$ cat config.mk
export PLATFORM = sky130hd
export DESIGN_NAME = petersen_edge_sequencer
export DESIGN_NICKNAME = d
export VERILOG_FILES = /design/src/rtl/petersen_edge_sequencer.sv
export SDC_FILE = /design/constraint.sdc
export NUM_CORES = 1
export LEC_CHECK = 0
export CORE_MARGIN = 4
export CORE_UTILIZATION = 35
export DETAILED_ROUTE_END_ITERATION = 16
export HOLD_SLACK_MARGIN = 0.06
export PLACE_DENSITY = 0.55
export SLEW_MARGIN = 5
export SYNTH_ARGS = -nofsm -noshare
export SYNTH_HDL_FRONTEND = slang
export SYNTH_SLANG_ARGS = --single-unit
export TNS_END_PERCENT = 30
$ cat constraint.sdc
create_clock -name i_clk -period 2.5 [get_ports i_clk]
set_input_delay 0.5 -clock i_clk [delete_from_list [all_inputs] [get_ports i_clk]]
set_output_delay 0.5 -clock i_clk [all_outputs]
set_load 0.05 [all_outputs]
$ cat src/rtl/petersen_edge_sequencer.sv
// Petersen graph edge sequencer.
// Steps a single SPI line-drawing engine through the 15 edges of a Petersen
// graph. The vertex and edge tables are held in an internal ROM. For each
// edge the sequencer loads the endpoint coordinates, pulses the engine start,
// and waits for the engine's done. It then inserts a programmable gap before
// the next edge. A stalled engine raises a sticky timeout error.
//
// Parameters
//   GAP      idle cycles between a line's done and the next edge (0 allowed)
//   TIMEOUT  max cycles spent waiting for done; 0 disables the timeout
//
// Ports
//   i_clk          system clock
//   i_rst          asynchronous active-low reset
//   i_start        request to draw the full graph (honoured only when idle)
//   i_line_done    done from the line engine, pulse or level (rising edge used)
//   o_line_start   one-cycle start to the line engine
//   o_x1..o_y2     endpoint coordinates of the current edge
//   o_edge_idx     current edge index, 0..14
//   o_busy         high whenever not idle
//   o_done         one-cycle pulse after the 15th edge completes
//   o_err          sticky timeout flag, cleared by the next accepted start
module petersen_edge_sequencer #(
  parameter int unsigned GAP     = 4,
  parameter logic [23:0] TIMEOUT = 24'd10_000_000
) (
  input  logic       i_clk,
  input  logic       i_rst,
  input  logic       i_start,
  input  logic       i_line_done,
  output logic       o_line_start,
  output logic [8:0] o_x1,
  output logic [8:0] o_y1,
  output logic [8:0] o_x2,
  output logic [8:0] o_y2,
  output logic [3:0] o_edge_idx,
  output logic       o_busy,
  output logic       o_done,
  output logic       o_err
);

  localparam logic [7:0]  GAP_LAST = 8'(GAP - 1);
  localparam logic [23:0] TO_LAST  = TIMEOUT - 24'd1;
  localparam logic [3:0]  LAST_IDX = 4'd14;

  // ADV is the shared advance step. It is reached from WAIT when GAP is 0,
  // otherwise from GAP. Taking one cycle there gives the done-to-start
  // spacing of GAP+3 cycles.
  typedef enum logic [2:0] {
    S_IDLE  = 3'd0,
    S_LOAD  = 3'd1,
    S_START = 3'd2,
    S_WAIT  = 3'd3,
    S_GAP   = 3'd4,
    S_ADV   = 3'd5,
    S_DONE  = 3'd6
  } state_t;

  state_t      state_q, state_d;
  logic        done_q;
  logic [3:0]  idx_q, idx_d;
  logic        err_q, err_d;
  logic [7:0]  gap_q, gap_d;
  logic [23:0] to_q, to_d;
  logic [8:0]  x1_q, x1_d, y1_q, y1_d, x2_q, x2_d, y2_q, y2_d;

  logic        done_rise;
  logic [7:0]  ev;
  logic [17:0] p1, p2;

  // Vertex ROM: returns {x, y}.
  function automatic logic [17:0] vtx(input logic [3:0] v);
    case (v)
      4'd0:    vtx = {9'd120, 9'd60};
      4'd1:    vtx = {9'd215, 9'd129};
      4'd2:    vtx = {9'd179, 9'd241};
      4'd3:    vtx = {9'd61,  9'd241};
      4'd4:    vtx = {9'd25,  9'd129};
      4'd5:    vtx = {9'd120, 9'd110};
      4'd6:    vtx = {9'd168, 9'd145};
      4'd7:    vtx = {9'd149, 9'd200};
      4'd8:    vtx = {9'd91,  9'd200};
      4'd9:    vtx = {9'd72,  9'd145};
      default: vtx = '0;
    endcase
  endfunction

  // Edge ROM: returns {first vertex, second vertex}.
  // Edges 0-4 form the outer pentagon, 5-9 are the spokes, and 10-14 form
  // the inner pentagram.
  function automatic logic [7:0] edge_vs(input logic [3:0] k);
    case (k)
      4'd0:    edge_vs = {4'd0, 4'd1};
      4'd1:    edge_vs = {4'd1, 4'd2};
      4'd2:    edge_vs = {4'd2, 4'd3};
      4'd3:    edge_vs = {4'd3, 4'd4};
      4'd4:    edge_vs = {4'd4, 4'd0};
      4'd5:    edge_vs = {4'd0, 4'd5};
      4'd6:    edge_vs = {4'd1, 4'd6};
      4'd7:    edge_vs = {4'd2, 4'd7};
      4'd8:    edge_vs = {4'd3, 4'd8};
      4'd9:    edge_vs = {4'd4, 4'd9};
      4'd10:   edge_vs = {4'd5, 4'd7};
      4'd11:   edge_vs = {4'd6, 4'd8};
      4'd12:   edge_vs = {4'd7, 4'd9};
      4'd13:   edge_vs = {4'd8, 4'd5};
      4'd14:   edge_vs = {4'd9, 4'd6};
      default: edge_vs = '0;
    endcase
  endfunction

  assign done_rise = i_line_done & ~done_q;

  always_ff @(posedge i_clk or negedge i_rst) begin
    if (!i_rst) begin
      state_q <= S_IDLE;
      done_q  <= 1'b0;
      idx_q   <= '0;
      err_q   <= 1'b0;
      gap_q   <= '0;
      to_q    <= '0;
      x1_q    <= '0;
      y1_q    <= '0;
      x2_q    <= '0;
      y2_q    <= '0;
    end else begin
      state_q <= state_d;
      done_q  <= i_line_done;
      idx_q   <= idx_d;
      err_q   <= err_d;
      gap_q   <= gap_d;
      to_q    <= to_d;
      x1_q    <= x1_d;
      y1_q    <= y1_d;
      x2_q    <= x2_d;
      y2_q    <= y2_d;
    end
  end

  always_comb begin
    ev           = edge_vs(idx_q);
    p1           = vtx(ev[7:4]);
    p2           = vtx(ev[3:0]);
    state_d      = state_q;
    idx_d        = idx_q;
    err_d        = err_q;
    gap_d        = gap_q;
    to_d         = to_q;
    x1_d         = x1_q;
    y1_d         = y1_q;
    x2_d         = x2_q;
    y2_d         = y2_q;
    o_line_start = 1'b0;
    o_busy       = 1'b1;
    o_done       = 1'b0;

    case (state_q)
      S_IDLE: begin
        o_busy = 1'b0;
        if (i_start) begin
          state_d = S_LOAD;
          idx_d   = '0;
          err_d   = 1'b0;
        end
      end
      S_LOAD: begin
        x1_d    = p1[17:9];
        y1_d    = p1[8:0];
        x2_d    = p2[17:9];
        y2_d    = p2[8:0];
        state_d = S_START;
      end
      S_START: begin
        o_line_start = 1'b1;
        to_d         = '0;
        state_d      = S_WAIT;
      end
      S_WAIT: begin
        to_d  = to_q + 24'd1;
        gap_d = '0;
        if (done_rise) begin
          state_d = (GAP != 0) ? S_GAP : S_ADV;
        end else if ((TIMEOUT != 24'd0) && (to_q == TO_LAST)) begin
          err_d   = 1'b1;
          state_d = S_IDLE;
        end
      end
      S_GAP: begin
        gap_d = gap_q + 8'd1;
        if (gap_q == GAP_LAST) begin
          state_d = S_ADV;
        end
      end
      S_ADV: begin
        if (idx_q == LAST_IDX) begin
          state_d = S_DONE;
        end else begin
          idx_d   = idx_q + 4'd1;
          state_d = S_LOAD;
        end
      end
      S_DONE: begin
        o_done  = 1'b1;
        state_d = S_IDLE;
      end
      default: begin
        o_busy  = 1'b0;
        state_d = S_IDLE;
      end
    endcase
  end

  assign o_x1       = x1_q;
  assign o_y1       = y1_q;
  assign o_x2       = x2_q;
  assign o_y2       = y2_q;
  assign o_edge_idx = idx_q;
  assign o_err      = err_q;

endmodule

==> results of run 1 <==
through the flow:
| step | setup WS [ns] | hold slack [ns] | std cells | area, µm² |
|---|---|---|---|---|
| floorplan | 0.02753 | 0.2044 | 502 | 4443 |
| global placement | 0.2511 | 0.4592 | 695 | 5009 |
| detailed placement | 0.2010 | 0.4693 | 695 | 5009 |
| CTS | 0.1773 | 0.1953 | 711 | 5284 |
| global route | 0.01284 | 0.2099 | 711 | 5286 |
| finish | 0.1524 | 0.1844 | 711 | 5286 |
routing by layer:
| metal | part of all wire [%] | routed length, µm |
|---|---|---|
| met5 | 0 | 0 |
| met2 | 45 | 4590 |
| met4 | 1.3 | 133 |
| met1 | 49 | 5016 |
| met3 | 4.8 | 490 |
sequential cells by signal, summed over array words and instances (netlist names):
name and cells:
state_q 3, o_x1 8, o_x2 8, gap_q 8, o_y2 8, o_y1 8
done_q 1, o_edge_idx 4, o_err 1, to_q 24
kinds of logic after synthesis:
family	after synthesis	synth area share (%)
other cells	1	0.08498
flops	73	41.39
simple gates	196	22.80
mux	18	4.423
buf+inv	53	6.096
xor+xnor	3	0.5955
fa+ha+maj	20	5.671
compound gates	135	18.94
worst min-delay path by stage:
stage	start	to	slack, ns	cells past startpoint
6_report	i_rst	o_x1[5]$_DFFE_PN0P_	0.18	2
4_1_cts	i_rst	o_x1[5]$_DFFE_PN0P_	0.20	2
2_1_floorplan	i_rst	done_q$_DFF_PN0_	0.20	0
5_1_grt	i_rst	o_x1[5]$_DFFE_PN0P_	0.21	2
3_3_place_gp	o_x1[4]$_DFFE_PN0P_	o_x1[4]$_DFFE_PN0P_	0.46	1
3_5_place_dp	o_y2[1]$_DFFE_PN0P_	o_y2[1]$_DFFE_PN0P_	0.47	2
synthesized netlist by cell type, drive strengths merged, types with 3 or more instances:
library cell	count	area (µm²)
a22oi	3	22.52
o211ai	7	52.55
nand2b	5	31.28
a22o	10	87.58
ha	20	250.2
nand3b	5	50.05
nand3	24	137.6
buf	29	178.9
nand4	9	56.30
and2	7	43.80
mux2i	15	150.1
dfrtp	73	1827
a21o	4	30.03
and3	8	50.05
nor3	17	95.09
or3	3	18.77
inv	17	63.81
a31oi	7	43.79
o31ai	11	82.58
nand2	74	277.8
nor4	4	46.29
clkbuf	7	26.28
o21ai	54	270.3
a21oi	24	120.1
nor2	28	107.6
a211oi	3	22.52
nor2b	3	18.77
cell type report:
class                      count  area (µm²)  area share [%]
clock buffer                  13       260.3           4.923
clock inverter                 3       15.01          0.2840
inverter                      17       63.81           1.207
multi-input combinational    376        2335           44.17
sequential                    73        1829           34.60
tap                          168       210.2           3.976
timing repair buffer          61       573.1           10.84
what timing repair did:
action                                  in CTS  in global routing
hold buffers                                 0                  0
buffers inserted                             0                  0
gates resized for setup                      0                  1
endpoints found under the setup margin       0                  2
report_power, final:
part	internal (mW)	switching, mW
Combinational	1.52	2.81
Clock	0.721	0.480
Sequential	1.51	0.229
worst register-to-register path, delay by kind of cell, from the launching register on:
family	cells	cell delay, ns
AOI/OAI and AO/OA	2	0.17
adders and majority gates	2	0.55
buffers and inverters	2	0.26
DFF	1	0.40
muxes	2	0.60
and+or+nand+nor	2	0.30
==> metrics, run 1 <==
Worst Path Max Fanout 7; most common cell after layout, fill and taps aside nand2_1; Slew Limit Fails 0; worst skew pair latency 0.34 ns; drt wl/cell 14.39 µm; Yosys cell types 63; #FFs+latches synth 73; Least-Margin Pin Slew 0.6775 ns; met3 Track Usage GR 4.163%; first-pass GRT wire length 17.44 mm; family with the most delay on the worst path multiplexers; crit end category register; Tmin final 2.348 ns; Util after Layout 43.47%; vias 3,638; Clock Tree Buf Depth 2; r2r startpoint o_edge_idx[0]$_DFFE_PN0P_; final setup fails 0; vias in the first global route 3,443; average size of a mapped cell 8.844 µm²; ant diodes 0; Crit Path Category reg -> reg; fin crit share 93.90%; synthesis warning total 0; CTS clk-pin slew, worst paths 0.06 ns; CP peak stage delay 0.40 ns; Critical path origin o_edge_idx[0]$_DFFE_PN0P_; r2r endpoint o_y2[6]$_DFFE_PN0P_; Clock Skew 0.009436 ns; final total power 7.270 mW; WP data required 2.76 ns; leakage power 2.289 nW; largest net degree at the start of global routing 74; TNS Setup 0 ns; status finished clean; Post-Route WL 10.23 mm; DIE WIDTH 120.3 µm; Root Buffer clkbuf_16; initial antenna violation count 0; Rows 40; I/O Pins 48; # H-tree levels 3; DP HPWL 7.282 mm; grt peak-use layer met2; worst path cell trace inv_1 > ha_1 > mux2_2 > mux2_2 > inv_1 > ha_1 > nand3_1 > nand4b_1 > a22oi_1 > o21ai_1; CP arrival 2.61 ns; HP Class in -> async; R2R depth 10; ys async rst share 100.0%; fraction of layout cells with a size suffix above 1 10.87%; clk sinks 73; global-route usage over all layers 14.82%; max-cap viol count 0; register area share after synthesis 41.39%; P per Cell Area 1375 nW/µm²; GPL Wtd Cong 0.8696; RSZ-0062 raised after global routing false; Pre-antenna DRT Iters 4; Layout Nets 562; Fmax 426.0 MHz; slowest CP cell dfrtp_2; maximum vdd drop 0.5668 mV; CTS tree yes; critical path depth in cells 10; Via density 5.117; Cell Area, Synth 4413 µm²; Die H 120.3 µm; CP Launch Type register; Worst slew margin 54.84%; WP buf/inv 2; Initial Utilization 36.29%; most frequent cells in the layout nand2_1 (74), dfrtp_1 (71), o21ai_0 (49), clkdlybuf4s50_1 (37), nor2_1 (26); Remaining Overflow, GRT 0; cells after synthesis 499; die footprint 14,470 µm²; ys flop type dfrtp_1; Starting DRT DRC Count 235; I/O Buffers 43; Post-synth EDFFs 0; Residual DRC 0; CP endpoint o_y2[6]$_DFFE_PN0P_; met2 Use GR 22.37%; Filler cells 1,232; met1 usage 20.52%; Final Hold Viols 0; Antenna Violating Nets Remaining 0; TritonCTS Buffers 9; core footprint 12,160 µm²; Synth-to-Final Area Change 19.79%; R2R setup slack 0.15 ns
No activity file was read; power rests on OpenSTA's default activity.
==> run 2: changes to the inputs <==
- CORE_UTILIZATION: 35 -> 52
- PLACE_DENSITY: 0.55 -> 0.76
==> run 2 against run 1 <==
Final cell count shrank 8.7%. Sequential share of layout area up 1.1 points. Hold slack better by 0.30 ns. Clock-buffer cell count down 3. Critical path type unchanged. Critical endpoint unchanged. Highest routed layer unchanged.
==> metrics, run 2 (synthesis gave the netlist of run 1 again) <==
status finished clean (unchanged); R2R depth 10 (unchanged); final setup fails 0 (unchanged); Filler cells 730 (was 1,232); Hold Crit Depth 1; Post-Route WL 9.819 mm (was 10.23 mm); Worst slew margin 49.93% (was 54.84%); Die H 100.1 µm (was 120.3 µm); fin crit share 95.08% (was 93.90%); Cells after DPL 631 (was 695); most common cell after layout, fill and taps aside nand2_1 (unchanged); Fmax 420.7 MHz (was 426.0 MHz); Placed Area 4922 µm² (was 5009 µm²); R2R setup slack 0.12 ns (was 0.15 ns); Remaining Overflow, GRT 0 (unchanged); area occupied by multi-input gates 2341 µm² (was 2335 µm²); Starting DRT DRC Count 176 (was 235); drt wl/cell 15.13 µm (was 14.39 µm); TritonCTS Buffers 9 (unchanged); WP data required 2.77 ns (was 2.76 ns); CTS clk-pin slew, worst paths 0.08 ns (was 0.06 ns); CTS tree yes (unchanged); Tmin final 2.377 ns (was 2.348 ns); initial antenna violation count 0 (unchanged); # H-tree levels 3 (unchanged); Root Buffer clkbuf_8 (was clkbuf_16); Clock Skew 0.01341 ns (was 0.009436 ns); core footprint 8217 µm² (was 12,160 µm²); vias 3,767 (was 3,638); final total power 6.922 mW (was 7.270 mW); max reg flops 24 (unchanged); I/O Buffers 43 (unchanged); TNS Setup 0 ns (unchanged); RSZ-0062 raised after global routing true (was false); Clock Tree Buf Depth 2 (unchanged); max-cap viol count 0 (unchanged); non-filler cells, final 649 (was 711); die footprint 10,020 µm² (was 14,470 µm²); clk sinks 73 (unchanged); worst skew pair latency 0.35 ns (was 0.34 ns); ant diodes 0 (unchanged); CP Launch Type register (unchanged); Antenna Violating Nets Remaining 0 (unchanged); Residual DRC 0 (unchanged); HP Class reg -> reg (was in -> async); crit end category register (unchanged); Rows 33 (was 40); fraction of layout cells with a size suffix above 1 11.58% (was 10.87%); most flop-heavy register to_q (unchanged); DP HPWL 7.079 mm (was 7.282 mm); I/O Pins 48 (unchanged); leakage power 2.239 nW (was 2.289 nW); most frequent cells in the layout nand2_1 (73), dfrtp_1 (71), o21ai_0 (49), clkdlybuf4s50_1 (37), nor2_1 (27) (was nand2_1 (74), dfrtp_1 (71), o21ai_0 (49), clkdlybuf4s50_1 (37), nor2_1 (26)); Worst Path Max Fanout 7 (unchanged); Least-Margin Pin Slew 0.7510 ns (was 0.6775 ns); GPL Wtd Cong 0.9801 (was 0.8696); Final Hold Viols 0 (unchanged); Layout Nets 564 (was 562); P per Cell Area 1350 nW/µm² (was 1375 nW/µm²); CP arrival 2.65 ns (was 2.61 ns); vias in the first global route 3,561 (was 3,443); hold_ws 0.4796 ns (was 0.1844 ns); register area 1829 µm² (unchanged); Slew Limit Fails 0 (unchanged); global-route usage over all layers 20.57% (was 14.82%); DIE WIDTH 100.1 µm (was 120.3 µm); first-pass GRT wire length 16.96 mm (was 17.44 mm); Via density 5.804 (was 5.117); Pre-antenna DRT Iters 8 (was 4); design area 5126 µm² (was 5286 µm²); Synth-to-Final Area Change 16.16% (was 19.79%); largest net degree at the start of global routing 41 (was 74); Initial Utilization 53.71% (was 36.29%); Crit Path Category reg -> reg (unchanged); maximum vdd drop 0.6199 mV (was 0.5668 mV)
-- run 2: path summary, 6_finish.rpt --
kind / endpoint / from
setup / recovery: o_y2[6]$_DFFE_PN0P_ / o_edge_idx[0]$_DFFE_PN0P_
hold / removal: to_q[23]$_DFFE_PN0P_ / to_q[23]$_DFFE_PN0P_
setup reg to reg: o_y2[6]$_DFFE_PN0P_ / o_edge_idx[0]$_DFFE_PN0P_
hold reg to reg: to_q[23]$_DFFE_PN0P_ / to_q[23]$_DFFE_PN0P_
max in group asynchronous: o_y2[1]$_DFFE_PN0P_ / i_rst
min in group asynchronous: o_x1[5]$_DFFE_PN0P_ / i_rst
-- run 2: per-layer routing --
metal	part of all wire, %	GRT usage, %	wire length [µm]	vias to the layer above
li1	-	-	-	1857
met1	47	28.81	4567	1790
met2	47	32.98	4619	107
met3	5.1	4.031	501	13
met4	1.3	5.181	130	0
met5	0	0	0	-
-- run 2: power breakdown --
| part | internal (mW) | leakage [nW] | switching (mW) | total [mW] |
|---|---|---|---|---|
| clock | 0.378 | 0.0802 | 0.455 | 0.833 |
| sequential | 1.50 | 0.946 | 0.224 | 1.73 |
| combinational | 1.54 | 1.21 | 2.83 | 4.36 |
| total | 3.42 | 2.24 | 3.51 | 6.92 |
-- run 2: layout make-up --
cell class                 instances  area share, %
multi-input combinational        376          45.67
sequential                        73          35.68
timing repair buffer              63          11.52
clock buffer                      10          2.685
tap                              105          2.563
inverter                          17          1.245
clock inverter                     5         0.6346
-- run 2: timing repair --
item                                    in CTS  in global routing
setup buffers                                0                  2
resized for setup                            0                  3
hold endpoints to repair                    12                  0
endpoints found under the setup margin       0                  4
hold buffers                                 1                  0
-- run 2: worst max-delay path, stage by stage, from the launching register on --
cell      delay [ns]
dfrtp_2         0.41
inv_1           0.11
ha_2            0.33
mux2_2          0.27
mux2_2          0.31
inv_1           0.16
ha_1            0.26
nand3_1         0.15
nand4b_1        0.13
a22oi_1         0.07
o21ai_1         0.11
-- run 2: per-stage QoR --
stage / util [%] / setup WS [ns]
floorplan: - / 0.02753
global placement: 59.91 / 0.2758
detailed placement: 59.91 / 0.1791
CTS: 62.10 / 0.1516
global route: 62.39 / -0.002102
finish: 62.39 / 0.1229
